[src/rtl/vga_timing_gen.sv]
// Purpose: parametrised VGA raster timing generator with a pixel clock-enable and registered decode.
// Latency: one clock from the pre-advance (hc, vc) position to sync, enable, coordinate and tik outputs.
// Backpressure: none; pix_en=0 holds counters and level outputs, and forces all tiks low.
module vga_timing_gen #(
  parameter int   H_DISPLAY     = 640,
  parameter int   H_FRONT_PORCH = 16,
  parameter int   H_SYNC_PULSE  = 96,
  parameter int   H_BACK_PORCH  = 48,
  parameter int   V_DISPLAY     = 480,
  parameter int   V_FRONT_PORCH = 10,
  parameter int   V_SYNC_PULSE  = 2,
  parameter int   V_BACK_PORCH  = 33,
  parameter logic H_SYNC_POL    = 1'b0,
  parameter logic V_SYNC_POL    = 1'b0,
  parameter int   COORD_BIT     = 10,
  parameter int   FRAME_BIT     = 8
) (
  input  logic                 clock_25,
  input  logic                 reset,
  input  logic                 pix_en,
  output logic                 h_sync,
  output logic                 v_sync,
  output logic                 display_area,
  output logic [COORD_BIT-1:0] X,
  output logic [COORD_BIT-1:0] Y,
  output logic                 line_tik,
  output logic                 frame_tik,
  output logic                 vblank_tik,
  output logic [FRAME_BIT-1:0] frame_count
);

  localparam int H_TOTAL = H_DISPLAY + H_FRONT_PORCH + H_SYNC_PULSE + H_BACK_PORCH;
  localparam int V_TOTAL = V_DISPLAY + V_FRONT_PORCH + V_SYNC_PULSE + V_BACK_PORCH;

  // Boundaries sized to the counter width so every compare is width-matched.
  localparam logic [COORD_BIT-1:0] H_LAST   = COORD_BIT'(H_TOTAL - 1);
  localparam logic [COORD_BIT-1:0] V_LAST   = COORD_BIT'(V_TOTAL - 1);
  localparam logic [COORD_BIT-1:0] H_ACT    = COORD_BIT'(H_DISPLAY);
  localparam logic [COORD_BIT-1:0] V_ACT    = COORD_BIT'(V_DISPLAY);
  localparam logic [COORD_BIT-1:0] HS_START = COORD_BIT'(H_DISPLAY + H_FRONT_PORCH);
  localparam logic [COORD_BIT-1:0] HS_END   = COORD_BIT'(H_DISPLAY + H_FRONT_PORCH + H_SYNC_PULSE);
  localparam logic [COORD_BIT-1:0] VS_START = COORD_BIT'(V_DISPLAY + V_FRONT_PORCH);
  localparam logic [COORD_BIT-1:0] VS_END   = COORD_BIT'(V_DISPLAY + V_FRONT_PORCH + V_SYNC_PULSE);

  // Raster position and completed-frame count.
  logic [COORD_BIT-1:0] hc_q, hc_d;
  logic [COORD_BIT-1:0] vc_q, vc_d;
  logic [FRAME_BIT-1:0] fc_q, fc_d;

  // Decoded view of the current (pre-advance) position.
  logic                 hs_d, vs_d, de_d, lt_d, ft_d, vt_d;
  logic [COORD_BIT-1:0] x_d, y_d;

  // Registered outputs.
  logic                 hs_q, vs_q, de_q, lt_q, ft_q, vt_q;
  logic [COORD_BIT-1:0] x_q, y_q;
  logic [FRAME_BIT-1:0] fco_q;

  // Next raster position: advance only on pixel-enable, wrap line then frame.
  always_comb begin
    hc_d = hc_q;
    vc_d = vc_q;
    fc_d = fc_q;
    if (pix_en) begin
      if (hc_q == H_LAST) begin
        hc_d = '0;
        if (vc_q == V_LAST) begin
          vc_d = '0;
          fc_d = fc_q + 1'b1;
        end else begin
          vc_d = vc_q + 1'b1;
        end
      end else begin
        hc_d = hc_q + 1'b1;
      end
    end
  end

  // Decode sync, active area and tiks from the position before it advances.
  always_comb begin
    de_d = (hc_q < H_ACT) && (vc_q < V_ACT);
    x_d  = de_d ? hc_q : '0;
    y_d  = de_d ? vc_q : '0;
    hs_d = ((hc_q >= HS_START) && (hc_q < HS_END)) ? H_SYNC_POL : ~H_SYNC_POL;
    vs_d = ((vc_q >= VS_START) && (vc_q < VS_END)) ? V_SYNC_POL : ~V_SYNC_POL;
    lt_d = (hc_q == '0);
    ft_d = (hc_q == '0) && (vc_q == '0);
    vt_d = (hc_q == '0) && (vc_q == V_ACT);
  end

  // State and output registers; reset wins over pix_en, tiks never outlive one clock.
  always_ff @(posedge clock_25) begin
    if (reset) begin
      hc_q  <= '0;
      vc_q  <= '0;
      fc_q  <= '0;
      hs_q  <= ~H_SYNC_POL;
      vs_q  <= ~V_SYNC_POL;
      de_q  <= 1'b0;
      x_q   <= '0;
      y_q   <= '0;
      lt_q  <= 1'b0;
      ft_q  <= 1'b0;
      vt_q  <= 1'b0;
      fco_q <= '0;
    end else begin
      hc_q <= hc_d;
      vc_q <= vc_d;
      fc_q <= fc_d;
      if (pix_en) begin
        hs_q  <= hs_d;
        vs_q  <= vs_d;
        de_q  <= de_d;
        x_q   <= x_d;
        y_q   <= y_d;
        lt_q  <= lt_d;
        ft_q  <= ft_d;
        vt_q  <= vt_d;
        fco_q <= fc_q;
      end else begin
        lt_q <= 1'b0;
        ft_q <= 1'b0;
        vt_q <= 1'b0;
      end
    end
  end

  assign h_sync       = hs_q;
  assign v_sync       = vs_q;
  assign display_area = de_q;
  assign X            = x_q;
  assign Y            = y_q;
  assign line_tik     = lt_q;
  assign frame_tik    = ft_q;
  assign vblank_tik   = vt_q;
  assign frame_count  = fco_q;

endmodule

[config.mk]
export PLATFORM = sky130hd
export DESIGN_NAME = vga_timing_gen
export DESIGN_NICKNAME = d
export VERILOG_FILES = /design/src/rtl/vga_timing_gen.sv
export SDC_FILE = /design/constraint.sdc
export NUM_CORES = 1
export LEC_CHECK = 0
export CAP_MARGIN = 20
export CELL_PAD_IN_SITES_DETAIL_PLACEMENT = 1
export CELL_PAD_IN_SITES_GLOBAL_PLACEMENT = 1
export CORE_MARGIN = 3
export CORE_UTILIZATION = 44
export DETAILED_ROUTE_END_ITERATION = 10
export PLACE_DENSITY = 0.8
export SLEW_MARGIN = 20
export SYNTH_ARGS = -nofsm -noshare
export SYNTH_HDL_FRONTEND = slang
export SYNTH_SLANG_ARGS = --single-unit
[constraint.sdc]
create_clock -name clock_25 -period 5.7 [get_ports clock_25]
set_clock_uncertainty 0.1 [all_clocks]
set_input_delay 1.71 -clock clock_25 [delete_from_list [all_inputs] [get_ports clock_25]]
set_output_delay 1.71 -clock clock_25 [all_outputs]
set_load 0.05 [all_outputs]
==> metrics, run 1 <==
Rows=27; Initial Util=46.4%; reg2reg path depth=5; fin crit share=72.1%; proportion of layout cells with a drive suffix above 1=7.92%; Core Region=0.00564 sq mm; chip width=83.1 um; Netlist cell types=45; Post-CTS Repair Setup Buffers=0; vias in the first global route=2179; clock root cell=clkbuf_8; Top Ports=37; Critical Path Source=pix_en; Mean Syn Cell Area=9.62 sq um; Tmin final=4.11 ns; Hold WS=0.356 ns; n_diodes=0; Max-Cap Viols=0; Post-Place Cell Area=0.00295 sq mm; Synth-to-Final Area Change=20.4%; Final nets=306; buffers added on ports=36; Pre-antenna DRT Iters=4; Top FF cell, synth=dfxtp_1; crit path capture type=flop; Routed Antenna Nets=0; CTS Buf Count=9; Worst R2R End=fc_q[0]; VDD IR-drop max=0.156 mV; H-tree levels=3; Reg clk slew, reported paths=0.07 ns; Die Y-Extent=83.1 um; post_cts resized=0; hold buffers post-CTS=0; Detailed Route WL=6410 um; clk sink count=62; Via density=5.61; post-DP HPWL=4440 um; die area=0.00691 sq mm; final hold violations=0; DR WL/cell=17.1 um; Startpoint Class=input pin; first-pass GRT wire length=11000 um; Via Count=2102; total power=0.876 mW; RR Startpoint=hc_q[0]; final setup vio count=0; sequential fraction of the synthesis area=47.4%; worst relative slew slack=31.1%; mapped cell area=0.00262 sq mm; measured slew at the worst slew-check pin=1.03 ns; Hold Path Class=flop to flop; RSZ-0062 raised after global routing=false; CP max FO=22; Post-Route Utilization=55.8%; status=finished clean; Mapped Nets=280; Static Leak=1.13 nW; crit path DAT=4.24 ns; Post-synth EDFFs=0; pins over their slew limit=0; Clk Latency, worst-skew pair=0.34 ns; Fill cells=641; 1st-iter DRT viols=80; total gr overflow=0; Critical Path RT=5.83 ns; Synthesis Warnings=0; TNS Setup=0 ns; Crit Path Category=input pin to flop; CTS tree=done; power density over cell area=278 mW/mm^2; Async SR Flop Fraction=0%; post-route cell area=0.00315 sq mm; clk buf depth=2; Fmax=0.243 GHz; largest net degree at the start of global routing=27; Synth Register Bits=62; Post-Synthesis Cells=272; end of the critical path=fc_q[0]; reg2reg setup slack=3.09 ns; global router's overall resource usage=19.9%; antenna violations before repair=0; gpl congestion=0.794; DRC=0
routing by layer:
metal	part of all wire (%)	global-route usage, %
met5	0	0
met4	1.5	7.58
met3	3.7	5.16
met2	47	31.9
met1	47	25.6
state kept, by name, summed over array words and instances, names as in the netlist, 8 cells and up:
register,flops
X,10
fc_q,8
frame_count,8
Y,10
hc_q,10
vc_q,10
synthesized netlist by cell type, types with 8 or more instances:
master	instances	area share, %
or4_1	8	2.3
inv_1	8	1.1
nor2_1	29	4.2
mux2i_1	13	5.0
nand3_1	9	1.7
a22o_1	17	5.7
dfxtp_1	62	47
clkbuf_1	10	1.4
nand2_1	10	1.4
a21oi_1	9	1.7
nand4_1	9	2.2
o31ai_1	8	2.3
power breakdown:
group	switching, mW	internal, mW
clock	0.169	0.225
sequential	0.00331	0.437
combinational	0.0277	0.0138
cell usage in the layout, fill, tap and decap left out, types with 9 or more instances in the layout:
cell type	n
a22o_1	17
nand4_1	9
nor2_1	29
a21oi_1	9
clkdlybuf4s50_1	36
dfxtp_1	62
nand2_1	10
mux2i_1	13
clkbuf_8	11
nand3_1	9
worst min-delay path by stage:
stage            startpoint           end  slack (ns)  cells past startpoint
2_1_floorplan       fc_q[7]       fc_q[7]        0.35                      2
3_3_place_gp   display_area  display_area        0.34                      1
3_5_place_dp   display_area  display_area        0.34                      1
4_1_cts        display_area  display_area        0.36                      1
5_1_grt        display_area  display_area        0.38                      1
6_report       display_area  display_area        0.36                      1
cells by family (layout without fill, tap and decap cells):
family	after synthesis	after routing	share of synthesized area [%]
AND/OR/NAND/NOR	104	104	22.0
flip-flops	62	62	47.4
AO/OA/AOI/OAI	43	43	12.2
buffers and inverters	31	62	6.27
multiplexers	14	14	5.40
XOR/XNOR	13	13	4.35
adder cells (fa/ha/maj)	5	5	2.39
stage by stage:
stage | cells | setup slack (ns)
2_1_floorplan | 272 | 2.26
3_3_place_gp | 359 | 1.40
3_5_place_dp | 359 | 1.23
4_1_cts | 375 | 1.61
5_1_grt | 375 | 1.47
6_report | 375 | 1.59
layout make-up:
type,count,area [sq um],area share [%]
multi-input cells,179,1210,38.5
clock buffers,13,159,5.05
well taps,72,90.1,2.86
inverters,8,30.0,0.954
repair buffers,38,375,11.9
flip-flops and latches,62,1240,39.4
clock inverters,3,42.5,1.35
worst max-delay path, cell delays in order:
cell	delay, ns
clkdlybuf4s50_1	0.46
buf_4	0.29
nand4_1	0.27
or3_2	0.56
nor4_1	0.53
mux2_2	0.40
Power figures use the tool's default switching activity.
==> run 2, diff against run 1 <==
- CORE_UTILIZATION: 44 -> 37
- PLACE_DENSITY: 0.8 -> 0.71
- clock period: 5.7 -> 3.5 ns (I/O delays scaled with it)
==> run 2 against run 1 <==
- die area increased by 18%
- via count increased by 0.38%
- worst setup slack got worse by 1.0 ns
- utilization decreased by 8.6 points
- non-clock buffer count increased by 6
- sequential power increased by 63%
==> metrics, run 2 (synthesis results as in run 1) <==
Fmax=0.344 GHz; RR Startpoint=hc_q[4]; WHS Path Cells=1; Max-Cap Viols=0; clk sink count=62; hold path start=display_area; chip width=90.1 um; Worst R2R End=fc_q[6]; Rows=30; Post-CTS Repair Setup Buffers=0; TNS Setup=0 ns; largest net degree at the start of global routing=22; vias in the first global route=2043; fin crit share=83.1%; total power=1.44 mW; Fill cells=799; Crit Path Category=input pin to flop; RSZ-0062 raised after global routing=false; CTS tree=done; crit path DAT=3.05 ns; Hold Path Class=flop to flop; status=finished clean; reg2reg path depth=4; pins over their slew limit=0; antenna violations before repair=0; clk buf depth=2; Tmin final=2.91 ns; post-DP HPWL=4340 um; hold buffers post-CTS=0; Final nets=312; Via density=5.21; register area=0.00124 sq mm; power density over cell area=447 mW/mm^2; reg2reg setup slack=1.11 ns; WHS Endpoint=display_area; post_cts resized=0; CTS Buf Count=9; Detailed Route WL=6200 um; gpl congestion=0.754; Die Y-Extent=90.1 um; Reg clk slew, reported paths=0.08 ns; Core Region=0.00683 sq mm; final setup vio count=0; most frequent cells in the layout=62 x dfxtp_1, 36 x clkdlybuf4s50_1, 29 x nor2_1; Startpoint Class=input pin; buffers added on ports=36; Routed Antenna Nets=0; total gr overflow=0; measured slew at the worst slew-check pin=0.751 ns; Top Ports=37; worst relative slew slack=49.5%; final hold violations=0; n_diodes=0; clock root cell=clkbuf_8; Clk Latency, worst-skew pair=0.35 ns; Synth-to-Final Area Change=23.4%; 1st-iter DRT viols=87; commonest non-fill, non-tap cell in the layout=dfxtp_1; Critical Path RT=3.64 ns; CP max FO=4; global router's overall resource usage=15.9%; DRC=0; H-tree levels=3; DR WL/cell=15.3 um; area of the multi-input gates=0.00121 sq mm; Initial Util=38.3%; Pre-antenna DRT Iters=4; Via Count=2110; post-route cell area=0.00323 sq mm; Post-Place Cell Area=0.00302 sq mm; first-pass GRT wire length=10400 um; Critical Path Source=pix_en; die area=0.00812 sq mm; Static Leak=1.16 nW; VDD IR-drop max=0.177 mV; proportion of layout cells with a drive suffix above 1=10.4%; crit path capture type=flop
[run 2: where the power goes]
part / internal [mW] / switching, mW
sequential: 0.712 / 0.00514
combinational: 0.0253 / 0.0462
clock: 0.337 / 0.317
[run 2: critical path: stages]
cell and delay [ns]:
clkdlybuf4s50_1 0.50, nand4_1 0.15, or3_2 0.53, nor4_1 0.43
mux2_2 0.39
[run 2: area by class of cell]
cell class              count  area share, %
clock buffers               9           3.84
multi-input cells         179           37.5
repair buffers             44           13.0
well taps                  96           3.72
inverters                   8          0.930
clock inverters             7           2.52
flip-flops and latches     62           38.4
[run 2: worst max-delay path by stage]
stage	endpoint	depth (start not counted)
final	fc_q[0]	5
after global routing	fc_q[0]	5
after CTS	fc_q[0]	5
after detailed placement	fc_q[0]	5
after global placement	fc_q[6]	5
after floorplan	vc_q[7]	6
[run 2: per-layer routing]
metal | routed length [um] | vias up | share of wire (%) | track usage, %
met5 | 0 | - | 0 | 0
met4 | 89 | 0 | 1.4 | 6.12
met3 | 196 | 9 | 3.2 | 4.85
met2 | 2740 | 33 | 44 | 23.1
met1 | 3170 | 1030 | 51 | 22.1
li1 | - | 1038 | - | -
[run 2: per-stage QoR]
| step | setup slack, ns | hold WS [ns] | std cells | util [%] |
|---|---|---|---|---|
| finish | 0.592 | 0.365 | 405 | 47.3 |
| CTS | 0.589 | 0.369 | 405 | 47.3 |
| global route | 0.446 | 0.394 | 405 | 47.3 |
| global placement | 0.285 | 0.337 | 389 | 44.2 |
| floorplan | 0.722 | 0.352 | 272 | - |
| detailed placement | 0.217 | 0.348 | 389 | 44.2 |
==> run 3, diff against run 2 <==
- clock period: 3.5 -> 2.3 ns (I/O delays scaled with it)
==> run 3 against run 2 <==
- combinational power grew 75%
- utilization increased by 3.9 points
- critical path depth is 4 lower
- via count grew 7.3%
- non-clock buffer count is 29 higher
- flip-flop and latch count unchanged
- register-to-register slack lost 0.98 ns
- sequential share of layout area fell by 2.9 points
- power is 65% higher
- hold slack lost 0.014 ns
- global-route usage up 2.2 points
- design area increased by 8.3%
- largest cell class is now multi-input gates
==> metrics, run 3 (synthesis results as in run 1) <==
Post-Place Cell Area=0.00321 sq mm; critical path depth=1; Via Count=2265; H-tree levels=3; placed cell count=417; CTS Buf Count=9; n_diodes=0; CTS tree=done; proportion of layout cells with a drive suffix above 1=25.7%; Crit Path Category=flop to output port; Reg clk slew, reported paths=0.07 ns; gpl congestion=0.761; hold buffers post-CTS=0; non-filler instance count after layout=435; measured slew at the worst slew-check pin=0.512 ns; Fmax=0.445 GHz; Core Region=0.00683 sq mm; total power=2.37 mW; fin crit share=97.6%; CP Cell Sequence=clkdlybuf4s50_1; DRC=0; Via density=5.21; final hold violations=0; post-route cell area=0.00350 sq mm; Clk Latency, worst-skew pair=0.35 ns; hold path start=display_area; VDD IR-drop max=0.316 mV; Critical Path Source=vblank_tik; power density over cell area=679 mW/mm^2; Die Y-Extent=90.1 um; Synth-to-Final Area Change=33.7%; pins over their slew limit=0; Startpoint Class=flop; most frequent cells in the layout=61 x dfxtp_1, 57 x buf_4, 29 x nor2_1; Worst R2R End=vc_q[5]; total gr overflow=0; RR Startpoint=hc_q[1]; post-DP HPWL=4920 um; largest stage delay on the critical path=0.80 ns; RSZ-0062 raised after global routing=false; status=finished clean; Hold WS=0.351 ns; Initial Util=38.3%; chip width=90.1 um; buffers added on ports=36; die area=0.00812 sq mm; clock root cell=clkbuf_8; first-pass GRT wire length=11900 um; reg2reg path depth=6; commonest non-fill, non-tap cell in the layout=dfxtp_1; 1st-iter DRT viols=95; Hold Path Class=flop to flop; CP max FO=1; worst relative slew slack=65.8%; Buf+Inv Stages, Crit Path=1; global router's overall resource usage=18.1%; vias in the first global route=2377; final setup vio count=0; Final nets=342; Rows=30; largest net degree at the start of global routing=26; Routed Antenna Nets=0; Static Leak=1.50 nW; Max-Cap Viols=0; WHS Path Cells=1; reg2reg setup slack=0.13 ns; DR WL/cell=16.3 um; Tmin final=2.25 ns; Pre-antenna DRT Iters=4; crit path capture type=output port; Top Ports=37; CP delay by family, top=buffers and inverters; WHS Endpoint=display_area; antenna violations before repair=0; clk sink count=62; crit path DAT=1.46 ns; crit path max-delay cell type=clkdlybuf4s50_1; clk buf depth=2; Detailed Route WL=7100 um; TNS Setup=0 ns; Critical Path RT=1.51 ns
## run 3: cell types whose count changed in the layout (fill, tap and decap cells not counted), moves of 3 or more
| cell | before | now |
|---|---|---|
| clkdlybuf4s50_1 | 36 | 4 |
| dlygate4sd2_1 | 0 | 3 |
| buf_4 | 8 | 57 |
| clkinv_4 | 3 | 0 |
| dlymetal6s2s_1 | 0 | 7 |
## run 3: what timing repair did
| item | in CTS | in global routing |
|---|---|---|
| cloned | 1 | 0 |
| resized for setup | 6 | 9 |
| endpoints found under the setup margin | 16 | 22 |
| pin swaps | 8 | 1 |
| buffers inserted | 1 | 0 |
## run 3: power by group
group	leakage [nW]	total [mW]	internal (mW)	switching, mW
registers	0.501	1.09	1.08	0.00590
clock network	0.112	1.16	0.718	0.441
logic	0.890	0.125	0.0482	0.0764
## run 3: area by class of cell
| cell class | instances | area (sq um) |
|---|---|---|
| inverters | 8 | 30.0 |
| well taps | 96 | 120 |
| flip-flops and latches | 62 | 1240 |
| clock inverters | 6 | 110 |
| repair buffers | 73 | 622 |
| clock buffers | 10 | 128 |
| fillers | 810 | 3330 |
| multi-input cells | 180 | 1240 |
## run 3: worst max path at each step
stage,endpoint
after floorplan,vc_q[7]
after global placement,fc_q[0]
after detailed placement,fc_q[0]
after CTS,Y[9]
after global routing,fc_q[0]
final,vblank_tik
## run 3: routing by layer
metal / global-route usage [%] / routed length, um / vias to the layer above / part of all wire (%)
li1: - / - / 1095 / -
met5: 0 / 0 / - / 0
met3: 4.18 / 339 / 12 / 4.8
met1: 23.5 / 3320 / 1107 / 47
met4: 7.53 / 125 / 0 / 1.8
met2: 28.9 / 3320 / 51 / 47
## run 3: metrics by stage
step	worst slack, ns	utilization, %
floorplan	0.00386	-
global placement	-0.402	47.0
detailed placement	-0.469	47.0
CTS	0.00221	50.8
global route	0.0112	51.2
finish	0.0543	51.2
## run 3: worst reg2reg max path, cell delays in order (launching register included)
cell and delay [ns]:
dfxtp_2 0.36, ha_1 0.19, nand4_1 0.20, or4_4 0.65
buf_4 0.18, o21a_1 0.18, o21ba_2 0.20
